File: config.mk
export PLATFORM = sky130hd
export DESIGN_NAME = inst_encoder
export DESIGN_NICKNAME = d
export VERILOG_FILES = /design/src/rtl/riscv_enc_pkg.sv /design/src/rtl/inst_encoder_imm_pack.sv /design/src/rtl/inst_encoder.sv
export SDC_FILE = /design/constraint.sdc
export NUM_CORES = 1
export LEC_CHECK = 0
export BUFFER_PORTS_ARGS = -buffer_cell sky130_fd_sc_hd__buf_2
export CORE_MARGIN = 1.5
export CORE_UTILIZATION = 53
export DETAILED_ROUTE_END_ITERATION = 12
export PLACE_DENSITY = 0.91
export SLEW_MARGIN = 15
export SYNTH_ARGS = -nofsm -noshare
export SYNTH_HDL_FRONTEND = slang
export SYNTH_SLANG_ARGS = --single-unit
export TNS_END_PERCENT = 100
File: constraint.sdc
create_clock -name clk -period 3.8 [get_ports clk]
set_clock_uncertainty 0.1 [all_clocks]
set_input_delay 0.38 -clock clk [delete_from_list [all_inputs] [get_ports clk]]
set_output_delay 0.38 -clock clk [all_outputs]
set_load 0.02 [all_outputs]
File: src/rtl/riscv_enc_pkg.sv
`default_nettype none
// ============================================================================
// Module      : riscv_enc_pkg
// Description : Shared RV32I encode/decode definitions: instruction formats,
//               major opcodes and immediate range limits.
// Revision    : 1.0 - initial release
// ============================================================================
package riscv_enc_pkg;

    typedef enum logic [1:0] {
        FMT_LOAD   = 2'd0,
        FMT_JALR   = 2'd1,
        FMT_STORE  = 2'd2,
        FMT_BRANCH = 2'd3
    } fmt_e;

    localparam logic [6:0] OPC_LOAD   = 7'b0000011;
    localparam logic [6:0] OPC_JALR   = 7'b1100111;
    localparam logic [6:0] OPC_STORE  = 7'b0100011;
    localparam logic [6:0] OPC_BRANCH = 7'b1100011;

    // 12-bit immediates (I/S) and 13-bit branch offsets (B, even only)
    localparam int IMM12_MIN = -2048;
    localparam int IMM12_MAX = 2047;
    localparam int IMM13_MIN = -4096;
    localparam int IMM13_MAX = 4094;

endpackage : riscv_enc_pkg
`default_nettype wire

File: src/rtl/inst_encoder_imm_pack.sv
`default_nettype none
// ============================================================================
// Module      : imm_pack
// Description : Combinational packer: format + register fields + signed
//               immediate -> 32-bit RV32I word and a legality flag.
// Revision    : 1.0 - initial release
// ============================================================================
module imm_pack
    import riscv_enc_pkg::*;
(
    input  fmt_e        fmt,
    input  logic [4:0]  rd,
    input  logic [4:0]  rs1,
    input  logic [4:0]  rs2,
    input  logic [2:0]  funct3,
    input  logic [31:0] imm,
    output logic [31:0] inst,
    output logic        legal
);

    logic signed [31:0] imm_s;

    assign imm_s = $signed(imm);

    // Field placement and immediate range check per instruction format
    always_comb begin
        inst  = 32'h0;
        legal = 1'b0;
        case (fmt)
            FMT_LOAD: begin
                inst  = {imm[11:0], rs1, funct3, rd, OPC_LOAD};
                legal = (imm_s >= IMM12_MIN) && (imm_s <= IMM12_MAX);
            end
            FMT_JALR: begin
                inst  = {imm[11:0], rs1, funct3, rd, OPC_JALR};
                legal = (imm_s >= IMM12_MIN) && (imm_s <= IMM12_MAX);
            end
            FMT_STORE: begin
                inst  = {imm[11:5], rs2, rs1, funct3, imm[4:0], OPC_STORE};
                legal = (imm_s >= IMM12_MIN) && (imm_s <= IMM12_MAX);
            end
            FMT_BRANCH: begin
                inst  = {imm[12], imm[10:5], rs2, rs1, funct3,
                         imm[4:1], imm[11], OPC_BRANCH};
                // branch offsets are in 2-byte units, so bit 0 must be clear
                legal = (imm_s >= IMM13_MIN) && (imm_s <= IMM13_MAX) && !imm[0];
            end
            default: begin
                inst  = 32'h0;
                legal = 1'b0;
            end
        endcase
    end

endmodule : imm_pack
`default_nettype wire

File: src/rtl/inst_encoder.sv
`default_nettype none
// ============================================================================
// Module      : inst_encoder
// Description : Packs instruction fields into RV32I words for the instruction
//               memory, with a 1-entry output register, wrapping write
//               address and a saturating count of dropped illegal requests.
// Revision    : 1.0 - initial release
// ============================================================================
module inst_encoder
    import riscv_enc_pkg::*;
#(
    parameter logic [31:0] BASE_ADDR  = 32'h0000_0000,
    parameter int          IMEM_WORDS = 256,
    parameter int          ERR_CNT_W  = 8
) (
    input  logic                 clk,
    input  logic                 reset_n,
    input  logic                 in_valid,
    output logic                 in_ready,
    input  fmt_e                 in_fmt,
    input  logic [4:0]           in_rd,
    input  logic [4:0]           in_rs1,
    input  logic [4:0]           in_rs2,
    input  logic [2:0]           in_funct3,
    input  logic [31:0]          in_imm,
    output logic                 out_valid,
    input  logic                 out_ready,
    output logic [31:0]          out_inst,
    output logic [31:0]          out_addr,
    output logic                 err_pulse,
    output logic [ERR_CNT_W-1:0] err_count
);

    localparam logic [31:0] LAST_ADDR = BASE_ADDR + 32'(4 * (IMEM_WORDS - 1));

    logic [31:0] packed_inst;
    logic        packed_legal;
    logic        accept;
    logic        out_fire;

    imm_pack u_imm_pack (
        .fmt    (in_fmt),
        .rd     (in_rd),
        .rs1    (in_rs1),
        .rs2    (in_rs2),
        .funct3 (in_funct3),
        .imm    (in_imm),
        .inst   (packed_inst),
        .legal  (packed_legal)
    );

    assign in_ready = !out_valid || out_ready;
    assign accept   = in_valid && in_ready;
    assign out_fire = out_valid && out_ready;

    // Output register: load legal words, drop valid once the consumer takes it
    always_ff @(posedge clk) begin
        if (!reset_n) begin
            out_valid <= 1'b0;
            out_inst  <= 32'h0;
        end else if (accept && packed_legal) begin
            out_valid <= 1'b1;
            out_inst  <= packed_inst;
        end else if (out_fire) begin
            out_valid <= 1'b0;
        end
    end

    // Write address advances per delivered word and wraps at memory end
    always_ff @(posedge clk) begin
        if (!reset_n) begin
            out_addr <= BASE_ADDR;
        end else if (out_fire) begin
            out_addr <= (out_addr == LAST_ADDR) ? BASE_ADDR : out_addr + 32'd4;
        end
    end

    // Illegal requests are consumed silently but flagged and counted
    always_ff @(posedge clk) begin
        if (!reset_n) begin
            err_pulse <= 1'b0;
            err_count <= '0;
        end else begin
            err_pulse <= accept && !packed_legal;
            if (accept && !packed_legal && (err_count != {ERR_CNT_W{1'b1}})) begin
                err_count <= err_count + 1'b1;
            end
        end
    end

endmodule : inst_encoder
`default_nettype wire

==> results of run 1 <==
[cells by family after synthesis]
kind of cell	count (synthesis)	share of synthesized area [%]
and+or+nand+nor	204	29.2
DFF	69	40.3
muxes	42	12.6
buffers and inverters	31	4.82
xor gates and xnor gates	29	7.41
AOI/OAI and AO/OA	20	4.53
adders and majority gates	3	1.10
other	1	0.109
[worst max path at each step]
stage	start	endpoint	slack [ns]	cells after the start
after floorplan	out_addr[15]	out_addr[4]	1.63	5
after global placement	out_addr[15]	out_addr[13]	1.35	5
after detailed placement	in_fmt[1]	out_inst[13]	1.25	8
after CTS	out_addr[15]	out_addr[9]	1.27	5
after global routing	out_addr[15]	out_addr[30]	1.15	5
final	out_addr[15]	out_addr[9]	1.25	5
[sequential cells by signal, indices dropped and copies added (netlist names)]
signal and count:
out_addr 30, out_inst 29, err_count 8, err_pulse 1
out_valid 1
[power by group]
group	leakage [nW]	switching, W	internal [W]
sequential	0.556	0.00000338	0.000725
combinational	1.40	0.0000563	0.0000429
clock	0.103	0.000260	0.000317
total	2.06	0.000320	0.00109
[metal layers]
metal	global-route usage [%]	part of all wire [%]	vias up
li1	-	-	1613
met1	28.7	41	1545
met2	42.1	52	113
met3	3.98	4.2	24
met4	12.4	2.7	0
met5	0	0	-
[worst register-to-register path, delay by kind of cell (launching register included)]
| kind | cells | cell delay [ns] |
|---|---|---|
| AO/OA/AOI/OAI | 1 | 0.51 |
| AND/OR/NAND/NOR | 3 | 1.12 |
| buffers and inverters | 1 | 0.33 |
| flip-flops | 1 | 0.36 |
[final cells by class]
cell class	instances	area (um^2)
clock inverter	5	50.0
timing repair buffer	132	676
clock buffer	11	141
fill	520	2040
inverter	6	22.5
tap	77	96.3
sequential	69	1380
multi-input combinational	302	1900
[layout by cell type (no fill, tap or decap), types with 3 or more instances in the layout]
cell type                  synthesis  layout
sky130_fd_sc_hd__a21boi_0          4       4
sky130_fd_sc_hd__conb_1            1       4
sky130_fd_sc_hd__inv_1             6       6
sky130_fd_sc_hd__dfxtp_1          69      69
sky130_fd_sc_hd__buf_4             5       6
sky130_fd_sc_hd__and3_1            4       4
sky130_fd_sc_hd__nor4_1           14      14
sky130_fd_sc_hd__or3_1             3       3
sky130_fd_sc_hd__or4_1             4       4
sky130_fd_sc_hd__o211ai_1          3       3
sky130_fd_sc_hd__ha_1              3       3
sky130_fd_sc_hd__xor2_1           15      15
sky130_fd_sc_hd__nor2_1           39      39
sky130_fd_sc_hd__mux2i_1          34      34
sky130_fd_sc_hd__o21ai_0           4       4
sky130_fd_sc_hd__xnor2_1          14      14
sky130_fd_sc_hd__nand2b_1          7       7
sky130_fd_sc_hd__clkbuf_8          0      10
sky130_fd_sc_hd__nand3_1          17      17
sky130_fd_sc_hd__nand2_1          77      77
sky130_fd_sc_hd__nand4_1          15      15
sky130_fd_sc_hd__buf_2             6     126
sky130_fd_sc_hd__clkinv_2          0       4
sky130_fd_sc_hd__nor3_1           13      13
sky130_fd_sc_hd__mux2_2            8       8
[per-stage QoR]
stage          util [%]  hold WS [ns]  worst slack (ns)
3_5_place_dp       64.6         0.354              1.25
2_1_floorplan         -         0.419              1.63
5_1_grt            67.7         0.189              1.15
3_3_place_gp       64.6         0.340              1.35
4_1_cts            67.7         0.174              1.27
6_report           67.7         0.187              1.25
==> flow_metrics.py, run 1 <==
metrics = {
    "run_status": {
        "status": "completed",
    },
    "worst_setup_path": {
        "crit_path_start_kind": "flip-flop",
        "critical_path_buf_inv_count": 1,
        "timing.reg2reg.setup_slack_ns": 1.25,
        "timing.critical_path.arrival_ns": 2.66,
        "crit-reg2reg-launch": "out_addr[15]",
        "crit_chain": "or4_1, or4_4, o31ai_4, buf_4, nor2_1",
        "timing.critical_path.slowest_stage_cell": "sky130_fd_sc_hd__or4_1",
        "path_class": "reg2reg",
        "slowest_delay_ns": 0.54,
        "critical_path.reg2reg.endpoint": "out_addr[9]",
        "worstRegToRegCells": 5,
        "cp_data_required_time_ns": 3.92,
        "cpLargestDelayFamily": "simple AND/OR/NAND/NOR gates",
        "end_kind": "flip-flop",
        "path_max_fanout": 19,
    },
    "logic_synthesis": {
        "synth_cell_type_count": 45,
        "postSynthRegisterBits": 69,
        "synth.area.top_cells": "sky130_fd_sc_hd__dfxtp_1 (40%), sky130_fd_sc_hd__mux2i_1 (9.9%), sky130_fd_sc_hd__nand2_1 (8.4%)",
        "synthTopCellsByCount": "sky130_fd_sc_hd__nand2_1 (77), sky130_fd_sc_hd__dfxtp_1 (69), sky130_fd_sc_hd__nor2_1 (39), sky130_fd_sc_hd__mux2i_1 (34), sky130_fd_sc_hd__nand3_1 (17)",
        "yosys.area.top_type_share_pct": 40.3,
        "synth_area_per_cell_um2": 8.59,
        "synth-edff-count": 0,
        "post_synth_top_flop": "sky130_fd_sc_hd__dfxtp_1",
        "synth_warnings": 0,
        "synthArstFlopShare_pct": 0,
        "netlist.top_cell.by_area": "sky130_fd_sc_hd__dfxtp_1",
        "yosysMostFrequentCell": "sky130_fd_sc_hd__nand2_1",
        "synth_seq_area_share_pct": 40.3,
        "syn-instance-count": 399,
        "post_synth_instance_area_um2": 3430,
    },
    "timing": {
        "clock.fmax_mhz": 392,
        "final.min_clock_period_ns": 2.55,
        "setup_total_negative_slack_ns": 0,
        "max_slew.worst_pin.slew_ns": 0.843,
        "maxSlewViolCount": 0,
        "rsz0062_at_grt": "false",
        "setup_violations": 0,
        "timing.max_slew.rel_slack_pct": 43.3,
        "hold_violations": 0,
        "layout_worst_path_cycle_share_pct": 67.1,
    },
    "cts": {
        "worstSkewPairLatency_ns": 0.33,
        "tritoncts.num_buffers": 9,
        "cts.sink_count": 69,
        "cts_buffer_depth": 2,
        "post-cts-setup-buffer-count": 0,
        "ctsResizeCount": 0,
        "clk_transition_reported_paths_ns": 0.07,
        "cts_tree": "built",
        "cts_hold_repair.buffers": 0,
        "htree_levels": 3,
        "cts.root.buffer_cell": "sky130_fd_sc_hd__clkbuf_8",
    },
    "worst_hold_path": {
        "number_of_cells_on_the_worst_hold_path": 3,
        "worst_hold_path_type": "in2reg",
        "min_to": "out_inst[29]",
        "min_from": "in_imm[9]",
    },
    "final_layout": {
        "finish.instance_area_um2": 4270,
        "num-nets-final": 579,
        "layout-area-overhead-vs-synth_pct": 24.6,
        "drive_above_1_share_pct": 31.6,
        "count_of_inserted_antenna_diode_cells": 0,
        "instances_no_fill": 602,
    },
    "floorplan": {
        "ioPinCount": 131,
        "fp.dieW_um": 83.4,
        "initial_core_util_pct": 54.3,
        "placementRows": 29,
        "floorplan.die.height_um": 83.4,
        "coreArea_um2": 6310,
        "die_area_um2": 6960,
    },
    "detailed_routing": {
        "drc_viols": 0,
        "first_pass_iters": 4,
        "drt-wirelength-per-cell_um": 13.6,
        "route.final.wire_length_um": 8200,
        "routed-via-count": 3295,
        "antenna_left": 0,
        "vias_per_cell": 5.47,
        "drtIter0Drc": 169,
    },
    "pwr": {
        "irDropWorstVdd_mv": 0.212,
        "pwr_density_cell_nw_per_um2": 329,
        "power.leakage_nw": 2.06,
        "post_layout_power_w": 0.00141,
    },
    "global_route": {
        "groute.usage.overall_pct": 24.2,
        "number_of_global_route_vias_before_repair": 3164,
        "grt_first_pass_wirelength_um": 14000,
        "globalRoute.totalOverflow": 0,
        "grt_start_max_net_pins": 57,
        "number_of_antenna_violations_at_the_first_check_in_global_routing": 0,
    },
    "placed_design": {
        "placement.cell_area_um2": 4080,
        "finalWeightedCongestion": 0.910,
        "place.detailed.hpwl_um": 6130,
        "placedCellCount": 586,
        "port_buffers": 126,
    },
    "run": {
        "maximum_capacitance_violations": 0,
    },
}
(Power assumes the default switching activity.)
==> inputs of run 2 (changes only) <==
- CORE_UTILIZATION: 53 -> 49
- PLACE_DENSITY: 0.91 -> 0.85
- clock period: 3.8 -> 2.6 ns (I/O delays scaled with it)
==> flow_metrics.py, run 2 (same netlist as run 1, synthesis figures left out) <==
metrics = {
    "cts": {
        "tritoncts.num_buffers": 9,
        "cts_hold_repair.buffers": 0,
        "cts.root.buffer_cell": "sky130_fd_sc_hd__clkbuf_8",
        "cts_buffer_depth": 2,
        "worstSkewPairLatency_ns": 0.34,
        "ctsResizeCount": 0,
        "clk_transition_reported_paths_ns": 0.08,
        "cts.sink_count": 69,
        "post-cts-setup-buffer-count": 0,
        "htree_levels": 3,
        "cts_tree": "built",
    },
    "timing": {
        "timing.max_slew.rel_slack_pct": 55.1,
        "max_slew.worst_pin.slew_ns": 0.673,
        "layout_worst_path_cycle_share_pct": 91.2,
        "rsz0062_at_grt": "false",
        "maxSlewViolCount": 0,
        "setup_total_negative_slack_ns": 0,
        "clock.fmax_mhz": 422,
        "final.min_clock_period_ns": 2.37,
        "hold_violations": 0,
        "worst_hold_slack_ns": 0.0514,
        "setup_violations": 0,
    },
    "floorplan": {
        "die_area_um2": 7510,
        "initial_core_util_pct": 50.5,
        "placementRows": 30,
        "floorplan.die.height_um": 86.6,
        "fp.dieW_um": 86.6,
        "coreArea_um2": 6790,
        "ioPinCount": 131,
    },
    "final_layout": {
        "count_of_inserted_antenna_diode_cells": 0,
        "drive_above_1_share_pct": 32.1,
        "layout-area-overhead-vs-synth_pct": 26.3,
        "largest_register_ffs": 30,
        "reg_top3": "out_addr: 30 flops, out_inst: 29 flops, err_count: 8 flops",
        "num-nets-final": 581,
        "mostFrequentLayoutCell": "sky130_fd_sc_hd__buf_2",
        "max_flop_register": "out_addr",
        "layout.cells.most_common_list": "sky130_fd_sc_hd__buf_2 (126), sky130_fd_sc_hd__nand2_1 (77), sky130_fd_sc_hd__dfxtp_1 (69)",
    },
    "detailed_routing": {
        "antenna_left": 0,
        "drt-wirelength-per-cell_um": 13.2,
        "drtIter0Drc": 185,
        "route.final.wire_length_um": 8240,
        "drc_viols": 0,
        "first_pass_iters": 4,
        "vias_per_cell": 5.17,
        "routed-via-count": 3224,
    },
    "global_route": {
        "grt_start_max_net_pins": 75,
        "groute.usage.overall_pct": 22.4,
        "number_of_global_route_vias_before_repair": 2915,
        "grt_first_pass_wirelength_um": 13300,
        "globalRoute.totalOverflow": 0,
        "number_of_antenna_violations_at_the_first_check_in_global_routing": 0,
    },
    "pwr": {
        "p_seq_share_pct": 50.8,
        "combPwrFrac_pct": 7.0,
        "power.leakage_nw": 2.08,
        "irDropWorstVdd_mv": 0.279,
        "sw_frac_of_total_pct": 24.1,
        "power.share.clock_pct": 42.2,
        "pwr_density_cell_nw_per_um2": 484,
        "switching_power_w": 0.000506,
        "intPower_w": 0.00159,
    },
    "worst_setup_path": {
        "path_class": "reg2reg",
        "cp_data_required_time_ns": 2.73,
        "path_max_fanout": 10,
        "timing.critical_path.arrival_ns": 2.51,
        "end_kind": "flip-flop",
        "crit_path_start_kind": "flip-flop",
    },
    "placed_design": {
        "finalWeightedCongestion": 0.887,
        "place.detailed.hpwl_um": 6050,
        "port_buffers": 126,
    },
    "run_status": {
        "status": "completed",
    },
    "run": {
        "maximum_capacitance_violations": 0,
    },
    "worst_hold_path": {
        "worst_hold_path_type": "in2reg",
    },
}
==> run 2: cell types whose count changed in the layout (fill, tap and decap cells not counted) <==
cell                         previous run  this run
sky130_fd_sc_hd__buf_12                 0         1
sky130_fd_sc_hd__buf_4                  6         7
sky130_fd_sc_hd__clkbuf_1               1         0
sky130_fd_sc_hd__clkinv_2               4         3
sky130_fd_sc_hd__clkinvlp_4             0         1
sky130_fd_sc_hd__inv_6                  0         1
==> run 2: metal layers <==
metal | up-vias | GRT usage (%) | routed length (um)
li1 | 1618 | - | -
met2 | 106 | 37.6 | 3930
met4 | 0 | 8.94 | 155
met1 | 1486 | 27.8 | 3680
met3 | 14 | 5.14 | 478
met5 | - | 0 | 0
==> run 2: layout make-up <==
cell class,instances,area (um^2)
fillers,561,2460
flip-flops and latches,69,1380
inverters,6,22.5
clock buffers,10,138
repair buffers,134,703
clock inverters,6,61.3
multi-input cells,302,1900
well taps,96,120
==> run 2: path summary, 6_finish.rpt <==
kind                start           end  slack (ns)  cells past startpoint
max          out_addr[15]  out_addr[27]        0.23                      5
min             in_imm[6]  out_inst[26]        0.05                      3
max reg2reg  out_addr[15]  out_addr[27]        0.23                      5
min reg2reg  out_inst[15]  out_inst[15]        0.36                      2
==> run 2: critical path, cell delays in order, from the launching register on <==
cell                      delay, ns
sky130_fd_sc_hd__dfxtp_1       0.37
sky130_fd_sc_hd__or4_1         0.55
sky130_fd_sc_hd__or4_4         0.50
sky130_fd_sc_hd__o31ai_4       0.43
sky130_fd_sc_hd__buf_4         0.25
sky130_fd_sc_hd__nor2_1        0.07
==> run 2: power by group through the flow <==
stage,sequential [W],clock (W),combinational [W]
2_1_floorplan,0.00109,0,0.0000839
3_3_place_gp,0.00109,0,0.000142
3_5_place_dp,0.00109,0,0.000146
4_1_cts,0.00106,0.000908,0.000147
5_1_grt,0.00107,0.000958,0.000162
6_report,0.00107,0.000885,0.000148
==> run 2: per-stage QoR <==
stage | cells | util, % | cell area (um^2) | total power (W) | setup WS, ns
finish | 623 | 63.7 | 4330 | 0.00210 | 0.229
detailed placement | 607 | 60.8 | 4130 | 0.00124 | 0.265
floorplan | 402 | - | 3440 | 0.00118 | 0.427
global placement | 607 | 60.8 | 4130 | 0.00123 | 0.316
global route | 623 | 63.7 | 4330 | 0.00219 | 0.183
CTS | 623 | 63.7 | 4330 | 0.00212 | 0.245
